File: config.mk
export PLATFORM = sky130hd
export DESIGN_NAME = td4_register_bank_flat
export DESIGN_NICKNAME = d
export VERILOG_FILES = /design/src/rtl/td4_register_bank_if.sv /design/src/rtl/td4_register_bank.sv /design/src/flat_wrapper.sv
export SDC_FILE = /design/constraint.sdc
export NUM_CORES = 1
export LEC_CHECK = 0
export ABC_CLOCK_PERIOD_IN_PS = 2550
export CAP_MARGIN = 20
export CORE_ASPECT_RATIO = 1.25
export CORE_UTILIZATION = 54
export CTS_CLUSTER_SIZE = 10
export DETAILED_ROUTE_END_ITERATION = 10
export GPL_TIMING_DRIVEN = 1
export MAX_ROUTING_LAYER = met4
export PLACE_DENSITY_LB_ADDON = 0.2
export SKIP_CTS_REPAIR_TIMING = 1
export SKIP_LAST_GASP = 1
export SYNTH_ARGS = -nofsm -noshare
export SYNTH_HDL_FRONTEND = slang
export SYNTH_SLANG_ARGS = --single-unit
File: constraint.sdc
create_clock -name clk -period 2.55 [get_ports clk]
set_input_delay 0.3825 -clock clk [delete_from_list [all_inputs] [get_ports clk]]
set_output_delay 0.3825 -clock clk [all_outputs]
set_load 0.005 [all_outputs]
File: src/rtl/td4_register_bank_if.sv
// td4_register_bank_if: bus between the TD4 decoder/adder side and the
// register bank. The master drives the adder result and load enables;
// the slave (register bank) returns the architectural state and the
// instruction-commit tick.
interface td4_register_bank_if;
   logic [3:0] alu_result;
   logic       alu_carry;
   logic [3:0] ld;
   logic [3:0] reg_a;
   logic [3:0] reg_b;
   logic [3:0] out_port;
   logic [3:0] pc;
   logic       c_flag;
   logic       tick;

   modport master (
      output alu_result, alu_carry, ld,
      input  reg_a, reg_b, out_port, pc, c_flag, tick
   );

   modport slave (
      input  alu_result, alu_carry, ld,
      output reg_a, reg_b, out_port, pc, c_flag, tick
   );
endinterface

File: src/rtl/td4_register_bank.sv
// td4_register_bank: TD4 architectural state (A, B, OUT, PC, carry) plus
// the execution-rate divider that paces instruction commits.
// Registers capture the adder result only on commit edges, selected by
// the one-hot ld enables; PC increments when not jumping.
// Optional build macro STEP_MODE_EN: adds the step_n push button. Commits
// then happen once per debounced press instead of free-running.
module td4_register_bank #(
   parameter int unsigned DIV = 32'd50000000,
   parameter int unsigned CW  = 32
) (
   input  logic               clk,
   input  logic               n_reset,
`ifdef STEP_MODE_EN
   input  logic               step_n,
`endif
   td4_register_bank_if.slave bus
);

   localparam logic [CW-1:0] DIV_LAST = CW'(DIV - 1);
   localparam logic [CW-1:0] CNT_ONE  = CW'(1);

   logic [CW-1:0] count;
   logic          commit;

   logic [3:0]    reg_a_q;
   logic [3:0]    reg_b_q;
   logic [3:0]    out_q;
   logic [3:0]    pc_q;
   logic          c_q;
   logic          tick_q;

`ifdef STEP_MODE_EN
   logic sync_1;
   logic sync_2;
   logic db_q;
   logic db_prev;

   // Two-flop synchronizer for the asynchronous push button.
   // NOTE: sequential state uses non-blocking assignments so every flop samples pre-edge values.
   always_ff @(posedge clk) begin
      if (!n_reset) begin
         sync_1 <= 1'b0;
         sync_2 <= 1'b0;
      end else begin
         sync_1 <= step_n;
         sync_2 <= sync_1;
      end
   end

   // Divider doubles as debounce timer: runs only while the synchronized
   // input disagrees with the debounced level, restarts on any bounce back.
   always_ff @(posedge clk) begin
      if (!n_reset)
         count <= '0;
      else if (sync_2 == db_q || count == DIV_LAST)
         count <= '0;
      else
         count <= count + CNT_ONE;
   end

   // Debounced level; reset treats the button as pressed so a press held
   // through reset must be released before it can commit.
   always_ff @(posedge clk) begin
      if (!n_reset) begin
         db_q    <= 1'b0;
         db_prev <= 1'b0;
      end else begin
         if (sync_2 != db_q && count == DIV_LAST)
            db_q <= sync_2;
         db_prev <= db_q;
      end
   end

   // One commit per falling edge of the debounced button.
   always_comb commit = db_prev & ~db_q;
`else
   // Free-running divider: wraps to 0 on the commit cycle.
   always_ff @(posedge clk) begin
      if (!n_reset)
         count <= '0;
      else if (count == DIV_LAST)
         count <= '0;
      else
         count <= count + CNT_ONE;
   end

   // Commit on the last count of each divider period.
   always_comb commit = (count == DIV_LAST);
`endif

   // Architectural registers and the registered tick, updated on commit.
   always_ff @(posedge clk) begin
      if (!n_reset) begin
         reg_a_q <= 4'h0;
         reg_b_q <= 4'h0;
         out_q   <= 4'h0;
         pc_q    <= 4'h0;
         c_q     <= 1'b0;
         tick_q  <= 1'b0;
      end else begin
         tick_q <= commit;
         if (commit) begin
            if (bus.ld[0]) reg_a_q <= bus.alu_result;
            if (bus.ld[1]) reg_b_q <= bus.alu_result;
            if (bus.ld[2]) out_q   <= bus.alu_result;
            pc_q <= bus.ld[3] ? bus.alu_result : pc_q + 4'd1;
            c_q  <= bus.alu_carry;
         end
      end
   end

   // All outputs come straight from flops.
   assign bus.reg_a    = reg_a_q;
   assign bus.reg_b    = reg_b_q;
   assign bus.out_port = out_q;
   assign bus.pc       = pc_q;
   assign bus.c_flag   = c_q;
   assign bus.tick     = tick_q;

endmodule
File: src/flat_wrapper.sv
// flat-port wrapper written by rule: the top's interface ports become plain ports
module td4_register_bank_flat 
#(
   parameter int unsigned DIV = 32'd50000000,
   parameter int unsigned CW  = 32
)
  (clk, n_reset, bus_alu_result, bus_alu_carry, bus_ld, bus_reg_a, bus_reg_b, bus_out_port, bus_pc, bus_c_flag, bus_tick);
  td4_register_bank_if bus_i ();
  input  logic clk;
  input  logic n_reset;
  input wire logic [$bits(bus_i.alu_result)-1:0] bus_alu_result;
  input wire logic [$bits(bus_i.alu_carry)-1:0] bus_alu_carry;
  input wire logic [$bits(bus_i.ld)-1:0] bus_ld;
  output wire logic [$bits(bus_i.reg_a)-1:0] bus_reg_a;
  output wire logic [$bits(bus_i.reg_b)-1:0] bus_reg_b;
  output wire logic [$bits(bus_i.out_port)-1:0] bus_out_port;
  output wire logic [$bits(bus_i.pc)-1:0] bus_pc;
  output wire logic [$bits(bus_i.c_flag)-1:0] bus_c_flag;
  output wire logic [$bits(bus_i.tick)-1:0] bus_tick;
  assign bus_i.alu_result = bus_alu_result;
  assign bus_i.alu_carry = bus_alu_carry;
  assign bus_i.ld = bus_ld;
  assign bus_reg_a = bus_i.reg_a;
  assign bus_reg_b = bus_i.reg_b;
  assign bus_out_port = bus_i.out_port;
  assign bus_pc = bus_i.pc;
  assign bus_c_flag = bus_i.c_flag;
  assign bus_tick = bus_i.tick;
  td4_register_bank #(.DIV(DIV), .CW(CW)) u_core (.clk(clk), .n_reset(n_reset), .bus(bus_i));
endmodule
# == After elaboration in Yosys (flattened, before gate mapping) ==
# Index checks and enable logic that the tools add are counted.
# word_totals
regBits,50
input_bits,11
output_inout_bits,18
# op_classes
n_addsub,2
n_eq_ne,1
muxes,1
n_bitwise,1
reduce_logical,4
# ops
operator,count
"adder 32 x 1 -> 32 bit, second input constant",1
"equality test 32 x 26 -> 1 bit, second input constant",1
AND reduction 2 bit,3
"adder 4 x 1 -> 4 bit, second input constant",1
two-way mux 4 bit,1
OR reduction 2 bit,1
NOT 1 bit,1

# == Logic depth before layout (Yosys ltp) ==
# Gate-level depths: netlist of run 1.
# depth
word_depth,2
ltp_mapped,8
ltp_nobuf,6

# == Least setup slack after synthesis of run 1 ==
# Ideal clock, no wire load.
# synth_timing
path_type,flip-flop to flip-flop
start,register u_core.count[10]
end,"register u_core.pc_q[0], in the netlist u_core.bus.pc[0]"
arrival_ns,1.891
required_time_ns,2.476
setup_slack_ns,0.585
stages_incl_launch_ff,6
period_less_slack_ns,1.965
path_cell_list,dfxtp_1 -> or4_4 -> nor4_4 -> nand3_2 -> or3_1 -> a31oi_1
# synth_between
elab_chain_len,1
# synth_lines
element,line,text
from (decl),td4_register_bank.sv:22,logic [CW-1:0] count;
from (signal assigned),td4_register_bank.sv:84,count <= count + CNT_ONE;
equality test 32 x 26 -> 1 bit,td4_register_bank.sv:88,always_comb commit = (count == DIV_LAST);
to (signal assigned),td4_register_bank.sv:106,pc_q <= bus.ld[3] ? bus.alu_result : pc_q + 4'd1;
to (decl),td4_register_bank.sv:28,logic [3:0] pc_q;
# No other way between the ends.
# A chain may end at the register's enable or synchronous reset.

# == Final worst setup path of run 1 ==
# layout_timing
start,register u_core.count[10]
end,"register u_core.out_q[3], in the netlist u_core.bus.out_port[3]"
# layout_between
elab_chain_len,2
# layout_lines
element,line,text
equality test 32 x 26 -> 1 bit,td4_register_bank.sv:88,
AND reduction 2 bit (no source line),-,
to (signal assigned),td4_register_bank.sv:105,if (bus.ld[2]) out_q <= bus.alu_result;
to (decl),td4_register_bank.sv:27,logic [3:0] out_q;
# No other way between the ends.

==> results.py, run 1 <==
metrics = {
    "clock_tree": {
        "insertion_delay_ns": 0.30,
        "clock-root-buffer": "clkbuf_8",
        "tritoncts": "yes",
        "numCtsBuffers": 5,
        "cts_max_path_buffers": 2,
        "clkSlewWorstSetupHoldPaths_ns": 0.09,
        "cts_sinks": 50,
        "htreeDepth": 2,
    },
    "sta": {
        "final.min_clock_period_ns": 2.247,
        "worst_slew_pin_slew_ns": 0.5306,
        "maxSlewHeadroom_pct": 64.33,
        "final_hold_viol_count": 0,
        "slew_viol_final": 0,
        "clock_skew_ns": 0.009192,
        "clock.fmax_mhz": 445.0,
        "setup_viol": 0,
        "period_share_pct": 88.13,
        "fin_tns_setup_ns": 0,
        "rsz0062_at_grt": "no",
    },
    "detailed_routing": {
        "routed_wl_um": 4361,
        "drt_iter0_drc": 67,
        "wl_per_cell_um": 12.83,
        "dr.pass1.iters": 4,
        "post_drt_via_cell_ratio": 5.238,
        "ant_nets": 0,
        "dr_total_vias": 1781,
        "drc_errors": 0,
    },
    "die": {
        "io_pins": 29,
        "initial_core_util_pct": 56.85,
        "core-area_um2": 3816,
        "die-area_um2": 4277,
        "rows": 25,
        "die_w_um": 58.70,
        "fp.dieH_um": 72.87,
    },
    "logic_synthesis": {
        "ys_seq_area_share_pct": 46.14,
        "synth-seq-cells": 50,
        "synth_top_area_cell": "dfxtp_1",
        "ys_top_cells_by_area": "dfxtp_1 46%, xor2_1 9.3%, nor2_1 6.9%",
        "syn_area_per_cell_um2": 8.575,
        "synth_area_um2": 2170,
        "synth_warnings": 0,
        "synth_cell_types": 34,
        "syn-num-nets": 266,
        "synth_top_area_share_pct": 46.14,
        "syn_inst": 253,
    },
    "global_route": {
        "grt_max_degree": 32,
        "antenna_found_initial": 0,
        "grt_use_total_pct": 23.66,
        "grt_pass1_vias": 1729,
        "grt_pass1_wl_um": 7541,
        "grt_overflow": 0,
    },
    "pwr": {
        "powerDensity_nw_per_um2": 526.0,
        "power.leakage_uw": 0.0009145,
        "finalPower_uw": 1384,
        "ir_drop_mv": 0.3865,
    },
    "critical_path": {
        "path_cells": "or4_4 -> nor4_4 -> and3_1 -> nand3_1 -> a21boi_0",
        "crit_arrival_ns": 2.48,
        "critical_path.max_stage_delay_ns": 0.56,
        "cp-start-kind": "flip-flop",
        "path_buf_inv": 0,
        "critPathRequiredTime_ns": 2.78,
        "critical_path_class": "reg2reg",
        "path_max_fanout": 14,
        "endpoint_kind": "flip-flop",
        "cp_slowest_cell": "or4_4",
        "path_delay_family": "simple AND/OR/NAND/NOR gates",
    },
    "place": {
        "portBuffers": 28,
        "gp_congestion": 0.8000,
        "dp_hpwl_um": 3206,
    },
    "cells_and_area": {
        "nets": 298,
        "drive_above_1_share_pct": 5.594,
        "area_growth_pct": 21.22,
        "diodes": 0,
    },
    "hold_path": {
        "min-delay-path-class": "reg2reg",
    },
    "job": {
        "maxCapViolations": 0,
    },
    "run_status": {
        "status": "complete, no violations",
    },
}
## cells by family after synthesis
| group | synth area share [%] |
|---|---|
| compound gates | 5.075 |
| xor+xnor | 12.11 |
| simple gates | 32.30 |
| mux | 0.9228 |
| fa+ha+maj | 1.153 |
| flops | 46.14 |
| buf+inv | 2.306 |
## flip-flops by register name (all words and copies together), names as in the netlist
name                 cells
u_core.bus.c_flag        1
u_core.count            32
u_core.bus.reg_b         4
u_core.bus.tick          1
u_core.bus.pc            4
u_core.bus.reg_a         4
u_core.bus.out_port      4
## where the power goes
part	switching (µW)	leakage, µW	internal, µW
Clock	257	0.0000579	289
Combinational	26.5	0.000453	23.2
Sequential	3.85	0.000403	784
Total	287	0.000915	1100
## metrics by stage
stage	hold WS (ns)	cell area, µm²	setup WS, ns	instances	utilization [%]
after floorplan	0.4295	2170	0.5850	253	-
after global placement	0.4392	2521	0.3991	332	66.07
after detailed placement	0.4448	2521	0.3299	332	66.07
after CTS	0.4576	2630	0.3120	340	68.92
after global routing	0.4815	2630	0.1349	340	68.92
final	0.4534	2630	0.3026	340	68.92
## cells in the mapped netlist
library cell	n
nand3_2	1
a211oi_1	1
nor3_1	2
xor2_1	23
nor4_1	4
nor2_1	40
or4b_1	1
nand2b_1	1
nand3b_1	1
nand3_1	29
a31oi_1	2
a21boi_0	3
nor4_4	1
xnor2_1	7
buf_2	4
nor4_2	1
clkbuf_1	1
buf_6	1
buf_1	1
or4_1	1
and4_1	3
inv_1	3
or3_1	2
o31ai_1	1
ha_1	2
and2_1	1
or4_4	1
nand2_1	32
nand4_1	12
o21ai_0	2
dfxtp_1	50
and3_1	7
a21oi_1	10
mux2i_1	2
## worst min-delay path, cell delays in order (launching register included)
cell and delay, ns:
dfxtp_1 0.32, nand2_1 0.05, a21oi_1 0.05
## cell type report
type	count	area, µm²
flip-flops and latches	50	1001
inverters	3	11.26
multi-input cells	193	1119
clock inverters	3	40.04
fillers	337	1186
repair buffers	32	322.8
clock buffers	5	68.82
well taps	54	67.56
## per-layer routing
| layer | vias to the layer above | share of wire (%) | global-route usage (%) |
|---|---|---|---|
| li1 | 932 | - | - |
| met1 | 811 | 45 | 27.27 |
| met2 | 33 | 51 | 39.97 |
| met3 | 5 | 3.3 | 5.319 |
| met4 | 0 | 1.3 | 8.730 |
| met5 | - | 0 | - |
## path summary, 6_finish.rpt
kind,start,to,slack (ns),cells past startpoint
max,u_core.count[10],u_core.bus.out_port[3],0.30,5
max reg2reg,u_core.count[10],u_core.bus.out_port[3],0.30,5
min,u_core.bus.out_port[1],u_core.bus.out_port[1],0.45,2
min reg2reg,u_core.bus.out_port[1],u_core.bus.out_port[1],0.45,2
## placed cells by master (no fill, tap or decap), types with 2 or more instances in the layout
| cell | netlist | layout |
|---|---|---|
| nor4_1 | 4 | 4 |
| a31oi_1 | 2 | 2 |
| dfxtp_1 | 50 | 50 |
| nor3_1 | 2 | 2 |
| and4_1 | 3 | 3 |
| inv_1 | 3 | 3 |
| a21oi_1 | 10 | 10 |
| o21ai_0 | 2 | 2 |
| mux2i_1 | 2 | 2 |
| clkdlybuf4s50_1 | 0 | 28 |
| xnor2_1 | 7 | 7 |
| nor2_1 | 40 | 40 |
| a21boi_0 | 3 | 3 |
| nand4_1 | 12 | 12 |
| ha_1 | 2 | 2 |
| nand2_1 | 32 | 32 |
| clkinv_2 | 0 | 2 |
| xor2_1 | 23 | 23 |
| and3_1 | 7 | 7 |
| buf_4 | 0 | 3 |
| nand3_1 | 29 | 29 |
| or3_1 | 2 | 2 |
| clkbuf_8 | 0 | 5 |
No activity file was read; power rests on OpenSTA's default activity.
==> run 2, diff against run 1 <==
GPL_TIMING_DRIVEN = 0   (was 1)
==> results.py, run 2 (synthesis gave the netlist of run 1 again) <==
metrics = {
    "run_status": {
        "status": "complete, no violations",
    },
    "sta": {
        "maxSlewHeadroom_pct": 28.86,
        "slew_viol_final": 0,
        "worst_slew_pin_slew_ns": 1.057,
        "final.min_clock_period_ns": 2.293,
        "fin_tns_setup_ns": 0,
        "clock_skew_ns": 0.004585,
        "rsz0062_at_grt": "no",
        "final_hold_viol_count": 0,
        "whs_ns": 0.4542,
        "setup_viol": 0,
        "period_share_pct": 89.91,
        "clock.fmax_mhz": 436.2,
    },
    "clock_tree": {
        "insertion_delay_ns": 0.30,
        "cts_max_path_buffers": 2,
        "cts_sinks": 50,
        "htreeDepth": 2,
        "tritoncts": "yes",
        "clkSlewWorstSetupHoldPaths_ns": 0.09,
        "clock-root-buffer": "clkbuf_8",
        "numCtsBuffers": 5,
    },
    "die": {
        "rows": 25,
        "initial_core_util_pct": 56.85,
        "fp.dieH_um": 72.87,
        "core-area_um2": 3816,
        "die-area_um2": 4277,
        "die_w_um": 58.70,
        "io_pins": 29,
    },
    "critical_path": {
        "crit_arrival_ns": 2.49,
        "critical_path_class": "reg2reg",
        "path_cells": "ha_1 -> nand3_1 -> nor4_1 -> nand4_1 -> xor2_1 -> nor2_1",
        "path_max_fanout": 6,
        "cp-start-kind": "flip-flop",
        "r2r_cells": 6,
        "worstReg2RegStart": "u_core.count[0]",
        "reg2reg_slack_ns": 0.26,
        "cp_slowest_cell": "nor4_1",
        "timing.rr.end": "u_core.count[20]",
        "endpoint_kind": "flip-flop",
        "path_buf_inv": 0,
        "critPathRequiredTime_ns": 2.74,
        "path_delay_family": "simple AND/OR/NAND/NOR gates",
        "critical_path.max_stage_delay_ns": 0.95,
    },
    "hold_path": {
        "holdPathStages": 2,
        "hold_start": "u_core.bus.reg_b[0]",
        "min-delay-path-class": "reg2reg",
        "hold_end": "u_core.bus.reg_b[0]",
    },
    "global_route": {
        "grt_pass1_wl_um": 7576,
        "grt_pass1_vias": 1791,
        "grt_overflow": 0,
        "grt_use_total_pct": 23.82,
        "grt_max_degree": 16,
        "antenna_found_initial": 0,
    },
    "cells_and_area": {
        "drive_above_1_share_pct": 6.228,
        "instances_no_fill": 343,
        "layout_commonest_cell": "dfxtp_1",
        "top_register": "u_core.count",
        "largest_reg_flops": 32,
        "layout_common_cells": "50 x dfxtp_1, 40 x nor2_1, 32 x nand2_1, 29 x nand3_1, 27 x clkdlybuf4s50_1",
        "diodes": 0,
        "nets": 301,
        "n_fill_cell": 348,
        "area_growth_pct": 20.18,
    },
    "pwr": {
        "ir_drop_mv": 0.3653,
        "p_seq_share_pct": 60.1,
        "p_sw_uw": 287.0,
        "clkPwrFrac_pct": 36.2,
        "power.leakage_uw": 0.0009057,
        "powerDensity_nw_per_um2": 502.6,
        "pwr-share-comb_pct": 3.7,
        "swShare_pct": 21.90,
        "internal_power_uw": 1023,
    },
    "detailed_routing": {
        "ant_nets": 0,
        "dr_total_vias": 1881,
        "wl_per_cell_um": 12.93,
        "dr.pass1.iters": 4,
        "drc_errors": 0,
        "drt_iter0_drc": 73,
        "post_drt_via_cell_ratio": 5.484,
        "routed_wl_um": 4435,
    },
    "place": {
        "portBuffers": 27,
        "placedCellCount": 335,
        "dp_hpwl_um": 3231,
        "gp_congestion": 0.8110,
    },
    "job": {
        "maxCapViolations": 0,
    },
}
==> run 2: routing by layer <==
layer	track usage [%]	vias up	routed length, µm	share of wire, %
met5	-	-	0	0
met4	11.38	0	103	2.3
met3	4.078	9	204	4.6
met2	42.27	47	2207	50
met1	25.36	884	1920	43
li1	-	941	-	-
==> run 2: through the flow <==
stage          total power (µW)  cell area, µm²  util [%]  worst slack, ns
4_1_cts                    1319            2608     68.33           0.2353
5_1_grt                    1357            2608     68.33          0.05297
6_report                   1310            2608     68.33           0.2573
3_5_place_dp              853.6            2512     65.84           0.2422
2_1_floorplan             825.6            2170         -           0.5850
3_3_place_gp              854.1            2507     65.70           0.2506
==> run 2: worst max-delay path by stage <==
| stage | cells after the start | slack [ns] | to | start |
|---|---|---|---|---|
| after global placement | 6 | 0.25 | u_core.count[20] | u_core.count[0] |
| after CTS | 6 | 0.24 | u_core.count[21] | u_core.count[18] |
| after global routing | 6 | 0.05 | u_core.count[20] | u_core.count[0] |
| after detailed placement | 6 | 0.24 | u_core.count[21] | u_core.count[18] |
| final | 6 | 0.26 | u_core.count[20] | u_core.count[0] |
| after floorplan | 5 | 0.58 | u_core.bus.pc[0] | u_core.count[10] |
==> run 2: cell type report <==
| cell class | instances | area (µm²) | share of cell area, % |
|---|---|---|---|
| plain buffers | 7 | 38.79 | 1.488 |
| well taps | 54 | 67.56 | 2.591 |
| multi-input cells | 193 | 1119 | 42.90 |
| repair buffers | 28 | 275.3 | 10.56 |
| inverters | 3 | 11.26 | 0.4319 |
| flip-flops and latches | 50 | 1001 | 38.39 |
| clock inverters | 2 | 12.51 | 0.4798 |
| clock buffers | 6 | 82.58 | 3.167 |
==> run 2: power groups by stage <==
stage / clock (µW) / sequential (µW) / combinational (µW)
CTS: 482 / 788 / 48.4
global route: 515 / 789 / 53.3
finish: 474 / 788 / 48.3
global placement: 0 / 806 / 48.0
detailed placement: 0 / 806 / 47.6
floorplan: 0 / 805 / 20.2
==> run 2: worst reg2reg max path, delay by kind of cell (launching register included) <==
family	cells	cell delay [ns]
simple gates	4	1.42
flops	1	0.38
xor+xnor	1	0.18
fa+ha+maj	1	0.21
==> run 3, diff against run 2 <==
REMOVE_ABC_BUFFERS = 1   (was default)
==> results.py, run 3 (synthesis gave the netlist of run 1 again) <==
metrics = {
    "detailed_routing": {
        "ant_nets": 0,
        "dr.pass1.iters": 4,
        "dr_total_vias": 1799,
        "post_drt_via_cell_ratio": 5.338,
        "drt_iter0_drc": 66,
        "wl_per_cell_um": 12.82,
        "routed_wl_um": 4322,
        "drc_errors": 0,
    },
    "global_route": {
        "grt_use_total_pct": 22.40,
        "grt_pass1_vias": 1600,
        "grt_max_degree": 32,
        "grt_overflow": 0,
        "antenna_found_initial": 0,
        "grt_pass1_wl_um": 7120,
    },
    "die": {
        "io_pins": 29,
        "die_w_um": 58.70,
        "rows": 25,
        "fp.dieH_um": 72.87,
        "die-area_um2": 4277,
        "initial_core_util_pct": 56.85,
        "core-area_um2": 3816,
    },
    "sta": {
        "period_share_pct": 91.26,
        "slew_viol_final": 0,
        "worst_slew_pin_slew_ns": 1.045,
        "setup_viol": 0,
        "final.min_clock_period_ns": 2.327,
        "clock_skew_ns": 0.009087,
        "clock.fmax_mhz": 429.7,
        "maxSlewHeadroom_pct": 29.71,
        "rsz0062_at_grt": "no",
        "finalWorstSetupSlack_ns": 0.2228,
        "final_hold_viol_count": 0,
    },
    "cells_and_area": {
        "register_area_um2": 1001,
        "layout_commonest_cell": "dfxtp_1",
        "multi_input_area_um2": 1126,
        "fin_util_pct": 67.64,
        "n_fill_cell": 342,
        "drive_above_1_share_pct": 4.947,
        "largest_reg_flops": 32,
        "layout_common_cells": "50 x dfxtp_1, 40 x nor2_1, 31 x nand2_1, 29 x nand3_1, 28 x clkdlybuf4s50_1",
        "top_register": "u_core.count",
        "area_growth_pct": 18.97,
        "nets": 295,
        "instances_no_fill": 337,
        "diodes": 0,
        "design_area_um2": 2581,
    },
    "critical_path": {
        "path_max_fanout": 6,
        "path_buf_inv": 0,
        "crit_path_end": "u_core.count[20]",
        "reg2reg_slack_ns": 0.22,
        "crit_start": "u_core.count[0]",
        "path_delay_family": "simple AND/OR/NAND/NOR gates",
        "critical_path_class": "reg2reg",
        "endpoint_kind": "flip-flop",
        "timing.rr.end": "u_core.count[20]",
        "cp_num_cells": 6,
        "cp-start-kind": "flip-flop",
        "crit_arrival_ns": 2.51,
        "critPathRequiredTime_ns": 2.74,
        "path_cells": "ha_1 -> nand3_1 -> nor4_1 -> nand4_1 -> xor2_1 -> nor2_1",
        "worstReg2RegStart": "u_core.count[0]",
        "critical_path.max_stage_delay_ns": 0.95,
        "r2r_cells": 6,
        "cp_slowest_cell": "nor4_1",
    },
    "place": {
        "place_worst_setup_slack_ns": -0.1891,
        "gp_congestion": 0.8451,
        "portBuffers": 28,
        "place_area_um2": 2479,
        "dp_hpwl_um": 3009,
        "placedCellCount": 328,
    },
    "pwr": {
        "ir_drop_mv": 0.4610,
        "powerDensity_nw_per_um2": 500.4,
        "power.leakage_uw": 0.0008806,
    },
    "clock_tree": {
        "clkSlewWorstSetupHoldPaths_ns": 0.09,
        "cts_sinks": 50,
        "clock-root-buffer": "clkbuf_8",
        "htreeDepth": 2,
        "insertion_delay_ns": 0.30,
        "tritoncts": "yes",
        "cts_max_path_buffers": 2,
        "numCtsBuffers": 5,
    },
    "run_status": {
        "status": "complete, no violations",
    },
    "job": {
        "maxCapViolations": 0,
    },
    "hold_path": {
        "min-delay-path-class": "reg2reg",
    },
}
==> run 3: changes by cell type in the layout (fill, tap and decap cells not counted) <==
cell             previous run  this run
buf_2                       5         0
nand2_4                     0         1
clkinv_4                    0         1
clkdlybuf4s50_1            27        28
clkbuf_1                    1         0
nand2_1                    32        31
buf_6                       1         0
clkbuf_8                    6         5
buf_1                       1         0
clkbuf_2                    0         1
==> run 3: per-stage QoR <==
step / hold WS [ns] / total power (µW) / setup TNS (ns)
after floorplan: 0.4295 / 821.5 / 0
after global placement: 0.4370 / 852.1 / -4.110
after detailed placement: 0.4437 / 853.0 / -5.050
after CTS: 0.4576 / 1309 / -5.451
after global routing: 0.4709 / 1340 / 0
final: 0.4525 / 1292 / 0
==> run 3: worst reg2reg max path: stages (launching register included) <==
cell and delay [ns]:
dfxtp_1 0.38, ha_1 0.21, nand3_1 0.22, nor4_1 0.95, nand4_1 0.21, xor2_1 0.19, nor2_1 0.06
==> run 3: routing by layer <==
layer	track usage [%]	wire, µm	vias up
met5	-	0	-
met4	7.143	42	0
met3	5.142	186	5
met2	37.68	2099	34
met1	26.37	1994	827
li1	-	-	933
==> run 3: final cells by class <==
class / instances / share of cell area, %
Multi-Input combinational cell: 193 / 43.63
Sequential cell: 50 / 38.78
Timing Repair Buffer: 29 / 11.05
Clock buffer: 5 / 2.666
Tap cell: 54 / 2.618
Clock inverter: 3 / 0.8240
Inverter: 3 / 0.4363
==> run 3: worst min-delay path by stage <==
stage                         from                   to  cells past startpoint
2_1_floorplan      u_core.count[0]      u_core.count[0]                      1
3_3_place_gp   u_core.bus.reg_b[1]  u_core.bus.reg_b[1]                      2
3_5_place_dp   u_core.bus.reg_b[2]  u_core.bus.reg_b[2]                      2
4_1_cts        u_core.bus.reg_b[2]  u_core.bus.reg_b[2]                      2
5_1_grt        u_core.bus.reg_b[2]  u_core.bus.reg_b[2]                      2
6_report       u_core.bus.reg_b[2]  u_core.bus.reg_b[2]                      2
==> run 3: power breakdown <==
| part | switching, µW | internal, µW |
|---|---|---|
| Sequential | 3.80 | 784 |
| Combinational | 26.9 | 20.8 |
| Clock | 263 | 193 |
| Total | 294 | 998 |
